===== src/rtl/ram_frame_writer.sv =====
// Streams one frame of words per start pulse into a RAM write port at addresses 0..memDepth-1.
// Optional running checksum of accepted words is enabled with RAM_FRAME_WRITER_CHECKSUM_EN.
module ram_frame_writer #(
  parameter int blockLength     = 12,
  parameter int memDepth        = 100,
  parameter int addressBitWidth = 7
) (
  input  logic                       clock,
  input  logic                       reset,
  input  logic                       start,
  input  logic                       abort,
  input  logic [blockLength-1:0]     dataIn,
  input  logic                       dataValid,
  output logic                       dataReady,
  output logic                       wrEnable,
  output logic [addressBitWidth-1:0] wrAddress,
  output logic [blockLength-1:0]     wrData,
  output logic                       busy,
  output logic                       done,
`ifdef RAM_FRAME_WRITER_CHECKSUM_EN
  output logic [blockLength-1:0]     checksum,
`endif
  output logic [1:0]                 stateDbg
);

  typedef enum logic [1:0] {
    IDLE = 2'd0,
    LOAD = 2'd1,
    DONE = 2'd2
  } state_t;

  localparam logic [addressBitWidth-1:0] LAST_ADDR = addressBitWidth'(memDepth - 1);

  state_t                       state_q, state_d;
  logic [addressBitWidth-1:0]   cnt_q, cnt_d;
  logic                         wr_en_q, wr_en_d;
  logic [addressBitWidth-1:0]   wr_addr_q, wr_addr_d;
  logic [blockLength-1:0]       wr_data_q, wr_data_d;
  logic [blockLength-1:0]       sum_q, sum_d;
  logic                         accept;

  // Valid/ready: a word transfers on a rising edge where dataValid && dataReady;
  // dataReady is decoded from state only, and a same-cycle abort cancels the transfer.
  assign accept = (state_q == LOAD) && dataValid && !abort;

  always_ff @(posedge clock) begin
    if (reset) begin
      state_q   <= IDLE;
      cnt_q     <= '0;
      wr_en_q   <= 1'b0;
      wr_addr_q <= '0;
      wr_data_q <= '0;
      sum_q     <= '0;
    end else begin
      state_q   <= state_d;
      cnt_q     <= cnt_d;
      wr_en_q   <= wr_en_d;
      wr_addr_q <= wr_addr_d;
      wr_data_q <= wr_data_d;
      sum_q     <= sum_d;
    end
  end

  always_comb begin
    state_d   = state_q;
    cnt_d     = cnt_q;
    wr_en_d   = 1'b0;
    wr_addr_d = wr_addr_q;
    wr_data_d = wr_data_q;
    sum_d     = sum_q;
    case (state_q)
      IDLE: begin
        if (start) begin
          state_d = LOAD;
          cnt_d   = '0;
          sum_d   = '0;
        end
      end
      LOAD: begin
        if (abort) begin
          state_d = IDLE;
        end else if (accept) begin
          wr_en_d   = 1'b1;
          wr_addr_d = cnt_q;
          wr_data_d = dataIn;
          sum_d     = sum_q + dataIn;
          // Counter stops at the last address so it never wraps inside a frame.
          if (cnt_q == LAST_ADDR) state_d = DONE;
          else                    cnt_d   = cnt_q + 1'b1;
        end
      end
      DONE:    state_d = IDLE;
      default: state_d = IDLE;
    endcase
  end

  assign dataReady = (state_q == LOAD);
  assign busy      = (state_q == LOAD);
  assign done      = (state_q == DONE);
  assign wrEnable  = wr_en_q;
  assign wrAddress = wr_addr_q;
  assign wrData    = wr_data_q;
  assign stateDbg  = state_q;

`ifdef RAM_FRAME_WRITER_CHECKSUM_EN
  assign checksum = sum_q;
`else
  logic unused_sum;
  assign unused_sum = ^sum_q;
`endif

endmodule


===== config.mk =====
export PLATFORM = sky130hd
export DESIGN_NAME = ram_frame_writer
export DESIGN_NICKNAME = d
export VERILOG_FILES = /design/src/rtl/ram_frame_writer.sv
export SDC_FILE = /design/constraint.sdc
export NUM_CORES = 1
export LEC_CHECK = 0
export ABC_AREA = 0
export CAP_MARGIN = 20
export CORE_MARGIN = 3
export CORE_UTILIZATION = 40
export CTS_BUF_LIST = sky130_fd_sc_hd__clkbuf_8
export DETAILED_ROUTE_END_ITERATION = 10
export MAX_ROUTING_LAYER = met4
export PLACE_DENSITY = 0.82
export SYNTH_ARGS = -nofsm -noshare
export SYNTH_HDL_FRONTEND = slang
export SYNTH_SLANG_ARGS = --single-unit

===== constraint.sdc =====
create_clock -name clock -period 1.7 [get_ports clock]
set_input_delay 0.255 -clock clock [delete_from_list [all_inputs] [get_ports clock]]
set_output_delay 0.255 -clock clock [all_outputs]
set_load 0.1 [all_outputs]

==> key figures, run 1 <==
Status
  • Status: finished, final reports clean

Placed design
  • HPWL after DPL: 2360 um
  • Routability cong.: 0.987
  • DP Worst Slack: -0.0405 ns
  • Number of port buffers: around 40

CTS
  • Root buf cell: clkbuf_8
  • CTS buffer count: 5
  • H-tree Lvls: 2
  • CTS tree: built
  • Setup Buffers After CTS: 0
  • Clk buf depth: 2
  • Clock Sinks: 29
  • Clk slew on worst S/H paths: 0.05 ns
  • Clk_lat worst skew: about 0.28 ns

STA
  • Final Skew: 0.00400 ns
  • Final setup TNS: 0 ns
  • Fin. max-slew vios: 0
  • Setup ws final: 0.114 ns
  • Unrepaired setup endpoints after global routing: false
  • Relative max-transition margin: 80.1%
  • Final setup viols: 0
  • Fmax: 631 MHz
  • Hold Fails Final Rpt: 0
  • Slew @ Worst Pin: 0.299 ns
  • Final worst-path cycle share: 93.3%
  • Fin crit period: approximately 1.6 ns

Global routing
  • Vias in the first global route: 1,112
  • Gr ovfl total: 0
  • Total GRT Usage: 20.4%
  • First-pass GRT wire length: 5180 um
  • Largest net degree at the start of global routing: 26
  • Initial antenna violation count: 0

Synth
  • Post-Syn Instances: 140
  • Register area share after synthesis: 49.3%
  • Number of synthesized register bits: 29
  • YS warnings: 0
  • Net Count, Synth: 158
  • Yosys top cell by area: dfxtp_1
  • Synthesized cell area: about 1200 um^2
  • Predominant post-synthesis flop cell: dfxtp_1
  • Yosys top cell area share: 49.3%
  • Mapped Avg Cell Area: between 8 and 9 um^2
  • Area contributors post-synth: dfxtp_1 49%, nand2_1 13%, a21oi_1 11%
  • Synth cell types: 27
  • Post-synth EDFFs: 0
  • Async SR Flop Fraction: 0%

Drt
  • Routed len/inst: 14.8 um
  • DRT Pass-1 Iters: 4
  • Initial drt markers: 25
  • DRT antenna net count: 0
  • Final wirelength: roughly 3200 um
  • Drc violations: 0
  • Via-per-instance ratio: 5.48
  • Vias: 1,190

Cells and area
  • Commonest non-fill, non-tap cell in the layout: nand2_1
  • Layout Nets: 204
  • N_diodes: 0
  • Syn-to-layout area delta: 68.7%
  • Layout filler cell count: ~220
  • Commonest non-fill, non-tap cells in the layout: 40 x nand2_1, 27 x dfxtp_1, 25 x a21oi_1, 25 x buf_12, 16 x clkdlybuf4s50_1
  • Layout cell share with drive strength beyond 1: about a quarter

Floorplan
  • Floorplan core area: approximately 2800 um^2
  • Die height: 60.3 um
  • Row count: 19
  • Die X: ~60 um
  • Initial cell density of the core: 42.3%
  • I/O Pins: 42
  • Die Area: 3630 um^2

Power
  • Pleak: 0.000727 uW
  • Power density over the cells: 750 nW/um^2
  • Peak VDD IR: 849 uV
  • Final Power: 1490 uW

Worst setup path
  • Cell at the slowest stage of the critical path: dfxtp_1
  • WP data required: 1.90 ns
  • Slowest stage delay, CP: 0.39 ns
  • Crit. End Element: register
  • CP top delay family: simple AND/OR/NAND/NOR gates
  • Critical path class: register to register
  • Crit path cell chain: ha_1 -> and3_1 -> nand3_1 -> or3_1 -> a31oi_1
  • CP Launch Type: register
  • Reg-to-reg slack, setup: ~0.11 ns
  • Critical path arrival: 1.79 ns
  • Worst Path Max Fanout: 5
  • Worst path bufs/invs: 0

Run
  • Max-Cap Viols: 0

Worst hold path
  • Worst Hold Class: register to register
## what timing repair did
item / CTS / global route
hold buffers: 0 / 0
resized for setup: 0 / 2
endpoints found under the setup margin: 0 / 7
endpoints found under the hold margin: 0 / 0
## cells by family after synthesis
family	after synthesis	synth area share [%]
adders and majority gates	1	1.06
AOI/OAI and AO/OA	34	16.9
buffers and inverters	7	3.08
DFF	29	49.3
and+or+nand+nor	68	28.8
muxes	1	0.850
## metrics by stage
stage | area (um^2) | utilization, % | instances | hold WS [ns]
2_1_floorplan | 1190 | - | 140 | 0.391
3_3_place_gp | 1890 | 68.0 | 210 | 0.480
6_report | 1990 | 71.4 | 217 | 0.493
3_5_place_dp | 1890 | 68.0 | 210 | 0.487
4_1_cts | 1980 | 71.1 | 217 | 0.498
5_1_grt | 1990 | 71.4 | 217 | 0.516
## registers in the layout, indices dropped and copies added, names as in the netlist
register   count
cnt_q          7
stateDbg       2
wrAddress      7
wrData        12
wrEnable       1
## synthesized netlist by cell type (all sizes together) (2+ instances only)
master	count
nand2	40
dfxtp	29
a21oi	25
a31oi	6
nand3	6
buf	4
and3	3
clkbuf	3
nor2b	3
or2	3
nand2b	2
nor2	2
## area by class of cell
cell class                      count  area, um^2  share of cell area (%)
Clock buffer                        6        82.6                    4.16
Clock inverter                      1        3.75                   0.189
Multi-Input combinational cell    104         577                    29.0
Sequential cell                    29         586                    29.5
Tap cell                           31        38.8                    1.95
Timing Repair Buffer               46         698                    35.2
## metal layers
metal / part of all wire (%) / up-vias / track usage, % / wire, um
li1: - / 573 / - / -
met1: 37 / 541 / 21.1 / 1200
met5: 0 / - / - / 0
met4: 3.0 / 0 / 9.18 / 97
met3: 8.7 / 15 / 9.29 / 278
met2: 51 / 61 / 33.0 / 1630
## power breakdown
part	internal (uW)	leakage [uW]	switching [uW]
clock network	314	0.0000485	232
registers	689	0.000235	13.1
logic	101	0.000444	140
## worst reg2reg max path, stage by stage, from the launching register on
cell	delay, ns
dfxtp_1	0.39
ha_1	0.24
and3_1	0.24
nand3_1	0.13
or3_1	0.33
a31oi_1	0.17
## worst paths after layout
path | from | endpoint | cells after the start
worst max register to register | cnt_q[0] | cnt_q[6] | 5
worst min-delay path | wrAddress[6] | wrAddress[6] | 2
worst max-delay path | cnt_q[0] | cnt_q[6] | 5
worst min register to register | wrAddress[6] | wrAddress[6] | 2
Power figures use the tool's default switching activity.
==> run 2, diff against run 1 <==
--- a/config.mk
+++ b/config.mk
@@ -10,6 +10,7 @@
 export CORE_MARGIN = 3
 export CORE_UTILIZATION = 40
 export CTS_BUF_LIST = sky130_fd_sc_hd__clkbuf_8
+export CTS_CLUSTER_DIAMETER = 120
 export DETAILED_ROUTE_END_ITERATION = 10
 export MAX_ROUTING_LAYER = met4
 export PLACE_DENSITY = 0.82
==> results of run 2 <==
Same layout as run 1: the final DEF is identical, and so are final timing and power.
==> RTL edit 1, RTL diff (flow settings as in run 1) <==
Add a define of `RAM_FRAME_WRITER_CHECKSUM_EN`.
--- a/src/rtl/ram_frame_writer.sv
+++ b/src/rtl/ram_frame_writer.sv
@@ -2,2 +2,4 @@
 // Optional running checksum of accepted words is enabled with RAM_FRAME_WRITER_CHECKSUM_EN.
+`define RAM_FRAME_WRITER_CHECKSUM_EN
+
 module ram_frame_writer #(
Formal check against the unedited RTL (old outputs only; new: checksum): equivalent (equiv_simple and equiv_induct, registers matched by name and starting in step).
==> RTL edit 1 against run 1 <==
The run now ends with setup timing left. Combinational power increased by 90%. Synthesized cell count up 64%. Worst setup slack got worse by 0.36 ns. Sequential cell count grew 12. Core utilization up 2.5 points. Design area grew 78%. Wire length rose by 75%. Total power rose by 51%. Synthesized area up 70%. Largest cell class is now multi-input gates.
==> RTL edit 1: results (changes against run 1) <==
[outcome] outcome finished, violations left
[outcome] violations in the final reports setup timing
[layout] clock distribution area overhead in the final layout 3.221% [-1.1 points]
[layout] number of sequential cells in the layout 41 [+41%]
[placement] post-place instance area 3336 sq um [+76%]
[layout] number of nets in the final layout 353 [+73%]
[worst_setup_path] dominant delay contributor by cell family on the critical path compound AO/OA/AOI/OAI gates
[grt] GR Util All Layers 20.38% [about the same]
[layout] filler cell count in the final layout 326 [+50%]
[routing] Routed Wire Length 5.598 mm [+75%]
[routing] metal2 WL 2.850 mm [+75%]
[routing] DR WL/cell 14.32 um [-3.1%]
[timing] Final Skew 0.006244 ns [+0.002241 ns]
[layout] cell area after layout 3535 sq um [+78%]
[layout] data-path buffer share of cell area in the final layout 34.76% [-0.40 points]
[layout] multi-input gate share of the layout cell area 35.15% [+6.1 points]
[power_and_ir_drop] cell internal power dissipation 0.001605 W [+45%]
[placement] half-perimeter wire length after placement 4.104 mm [+74%]
[placement] worst-case setup slack after placement -0.6426 ns [-0.6021 ns]
[placement] global placement routability congestion 0.8425 [-15%]
[worst_setup_path] library cell contributing the largest single delay on the critical path sky130_fd_sc_hd__dfxtp_4
[layout] ratio of cells with drive above 1 in the final layout 39.51% [+14 points]
[yosys] Syn Area/Cell 8.742 sq um [+3.9%]
[timing] post-route setup slack -0.2450 ns [-0.3590 ns]
[routing] Met1 Wirelength 2.383 mm [+99%]
[cts] clock-pin slew on the worst setup and hold paths 0.08 ns [+0.03 ns]
[yosys] top cells by count, synth 44 x sky130_fd_sc_hd__nand2_1, 41 x sky130_fd_sc_hd__dfxtp_1, 28 x sky130_fd_sc_hd__a21oi_1, 14 x sky130_fd_sc_hd__nor2_1, 12 x sky130_fd_sc_hd__ha_1
[placement] number of port buffers 53 [+29%]
[yosys] synthesized net count 259 [+64%]
[yosys] post-synthesis sequential area ratio 41.00% [-8.3 points]
[worst_setup_path] CP arrival 2.14 ns [+0.35 ns]
[placement] placed cell count 378 [+80%]
[grt] met1 Track Usage GR 23.66% [+2.6 points]
[timing] slew at the pin closest to its max-slew limit 0.4165 ns [+0.1179 ns]
[layout] number of ordinary inverters in the final layout 3 [+3]
[yosys] xor/xnor share of the synthesized area 5.687% [+5.7 points]
[timing] total negative slack -0.9204 ns [-0.9204 ns]
[power_and_ir_drop] Clock net power 0.000802 W [+47%]
[timing] total of endpoints with negative setup slack in the final report 5 [+5]
[routing] Iteration-0 DRC Markers 79 [+220%]
[cts] clock network latency to the later pin of the worst-skew pair 0.30 ns [+0.02 ns]
[power_and_ir_drop] worst-case vdd ir drop 647.5 uV [-24%]
RTL edit 1: cell count changes in the layout (fill, tap and decap cells not counted), sizes merged, moves of 7 or more:
cell / delta
buf: +51
dfxtp: +12
nor2: +12
ha: +11
o21ai: +7
xor2: +7
RTL edit 1: timing repair:
action / 4_1_cts / 5_1_grt
cloned: 0 / 0
setup endpoints to repair: 7 / 13
pin swaps: 16 / 11
hold buffers: 0 / 0
buffers inserted: 4 / 3
gates resized for setup: 13 / 6
RTL edit 1: final timing paths:
kind,from,to,slack (ns),depth (start not counted)
worst max-delay path,checksum[0]$_SDFFE_PP0P_,checksum[4]$_SDFFE_PP0P_,-0.24,7
worst min-delay path,dataIn[4],wrData[4]$_SDFFE_PP0P_,0.39,3
worst min register to register,wrData[8]$_SDFFE_PP0P_,wrData[8]$_SDFFE_PP0P_,0.49,2
worst max register to register,checksum[0]$_SDFFE_PP0P_,checksum[4]$_SDFFE_PP0P_,-0.24,7
==> RTL edit 2, RTL diff (flow settings as in run 1) <==
Made on the original files. One comparison of `cnt_q` changes from == to >=.
--- a/src/rtl/ram_frame_writer.sv
+++ b/src/rtl/ram_frame_writer.sv
@@ -87,3 +87,3 @@
           // Counter stops at the last address so it never wraps inside a frame.
-          if (cnt_q == LAST_ADDR) state_d = DONE;
+          if (cnt_q >= LAST_ADDR) state_d = DONE;
           else                    cnt_d   = cnt_q + 1'b1;
Function: no difference found for any inputs over 10 cycles, from zero or initial values and one cycle with reset high; that may be too few to reach the edited logic, so the function may still have changed.
==> RTL edit 2 against run 1 <==
Synthesized area decreased by 2.0%. Sequential cell count unchanged. Wire length decreased by 3.1%. Maximum frequency increased by 4.9%. Total power decreased by 3.1%. Sequential share of layout area increased by 0.53 points. Worst setup slack improved by 0.075 ns. Design area decreased by 1.1%. Critical endpoint is now cnt_q[0]$_SDFFE_PP0P_.
==> RTL edit 2: results (changes against run 1) <==
[outcome] outcome completed
[grt] vias in the first global route 1140 [+2.5%]
[placement] global placement routability congestion 0.8768 [-11%]
[layout] ratio of cells with drive above 1 in the final layout 25.53% [-0.27 points]
[worst_setup_path] critical path endpoint cnt_q[0]$_SDFFE_PP0P_
[power_and_ir_drop] Switching Fraction 26.81% [+0.95 points]
[yosys] top cells by count, synth 41 x sky130_fd_sc_hd__nand2_1, 29 x sky130_fd_sc_hd__dfxtp_1, 23 x sky130_fd_sc_hd__a21oi_1, 7 x sky130_fd_sc_hd__a31oi_1, 5 x sky130_fd_sc_hd__clkbuf_1
[placement] half-perimeter wire length after placement 2.462 mm [+4.2%]
[worst_setup_path] largest fanout on the critical path 6 [+1]
[grt] GR Util All Layers 19.58% [-0.82 points]
[worst_setup_path] first element of the critical path cnt_q[1]$_SDFFE_PP0P_
[layout] cell area after layout 1963 sq um [-1.1%]
[routing] metal2 WL 1.595 mm [-2.3%]
[layout] number of nets in the final layout 205 [+0.49%]
[timing] ratio of final minimum period to clock period 88.90% [-4.4 points]
[layout] filler cell count in the final layout 183 [-16%]
[power_and_ir_drop] Leakage 0.7174 nW [-1.4%]
[timing] slew at the pin closest to its max-slew limit 0.3513 ns [+0.05266 ns]
[yosys] Yosys cell types 28 [+3.7%]
[hold_path] Min-Delay Endpoint wrAddress[2]$_SDFFE_PP0P_
[yosys] post-synthesis sequential area ratio 50.33% [+1.0 points]
[grt] maximum number of pins on one net before global-route repair 20 [-23%]
[placement] post-place instance area 1882 sq um [-0.53%]
[worst_setup_path] reg2reg setup slack 0.19 ns [+0.07 ns]
[routing] routed wl met3 197 um [-29%]
-- RTL edit 2: cell families after synthesis --
| kind of cell | after synthesis | share of synthesized area (%) |
|---|---|---|
| and+or+nand+nor | 66 | 27.33 |
| AOI/OAI and AO/OA | 35 | 17.46 |
| DFF | 29 | 50.33 |
| buffers and inverters | 10 | 3.797 |
| adders and majority gates | 1 | 1.084 |
-- RTL edit 2: final cells by class --
class / instances / share of cell area [%]
inverter: 2 / 0.5736
clock inverter: 3 / 0.5736
sequential: 29 / 30.02
clock buffer: 5 / 3.505
multi-input combinational: 102 / 27.47
tap: 30 / 1.912
timing repair buffer: 47 / 35.95
-- RTL edit 2: metal layers --
layer,vias to the layer above,global-route usage [%]
met3,7,6.263
met4,0,9.177
met5,-,-
li1,576,-
met1,532,21.90
met2,47,31.48
-- RTL edit 2: what timing repair did --
action                                  in CTS  in global routing
setup buffers                                0                  0
resized for setup                            0                  1
endpoints found under the setup margin       0                  3
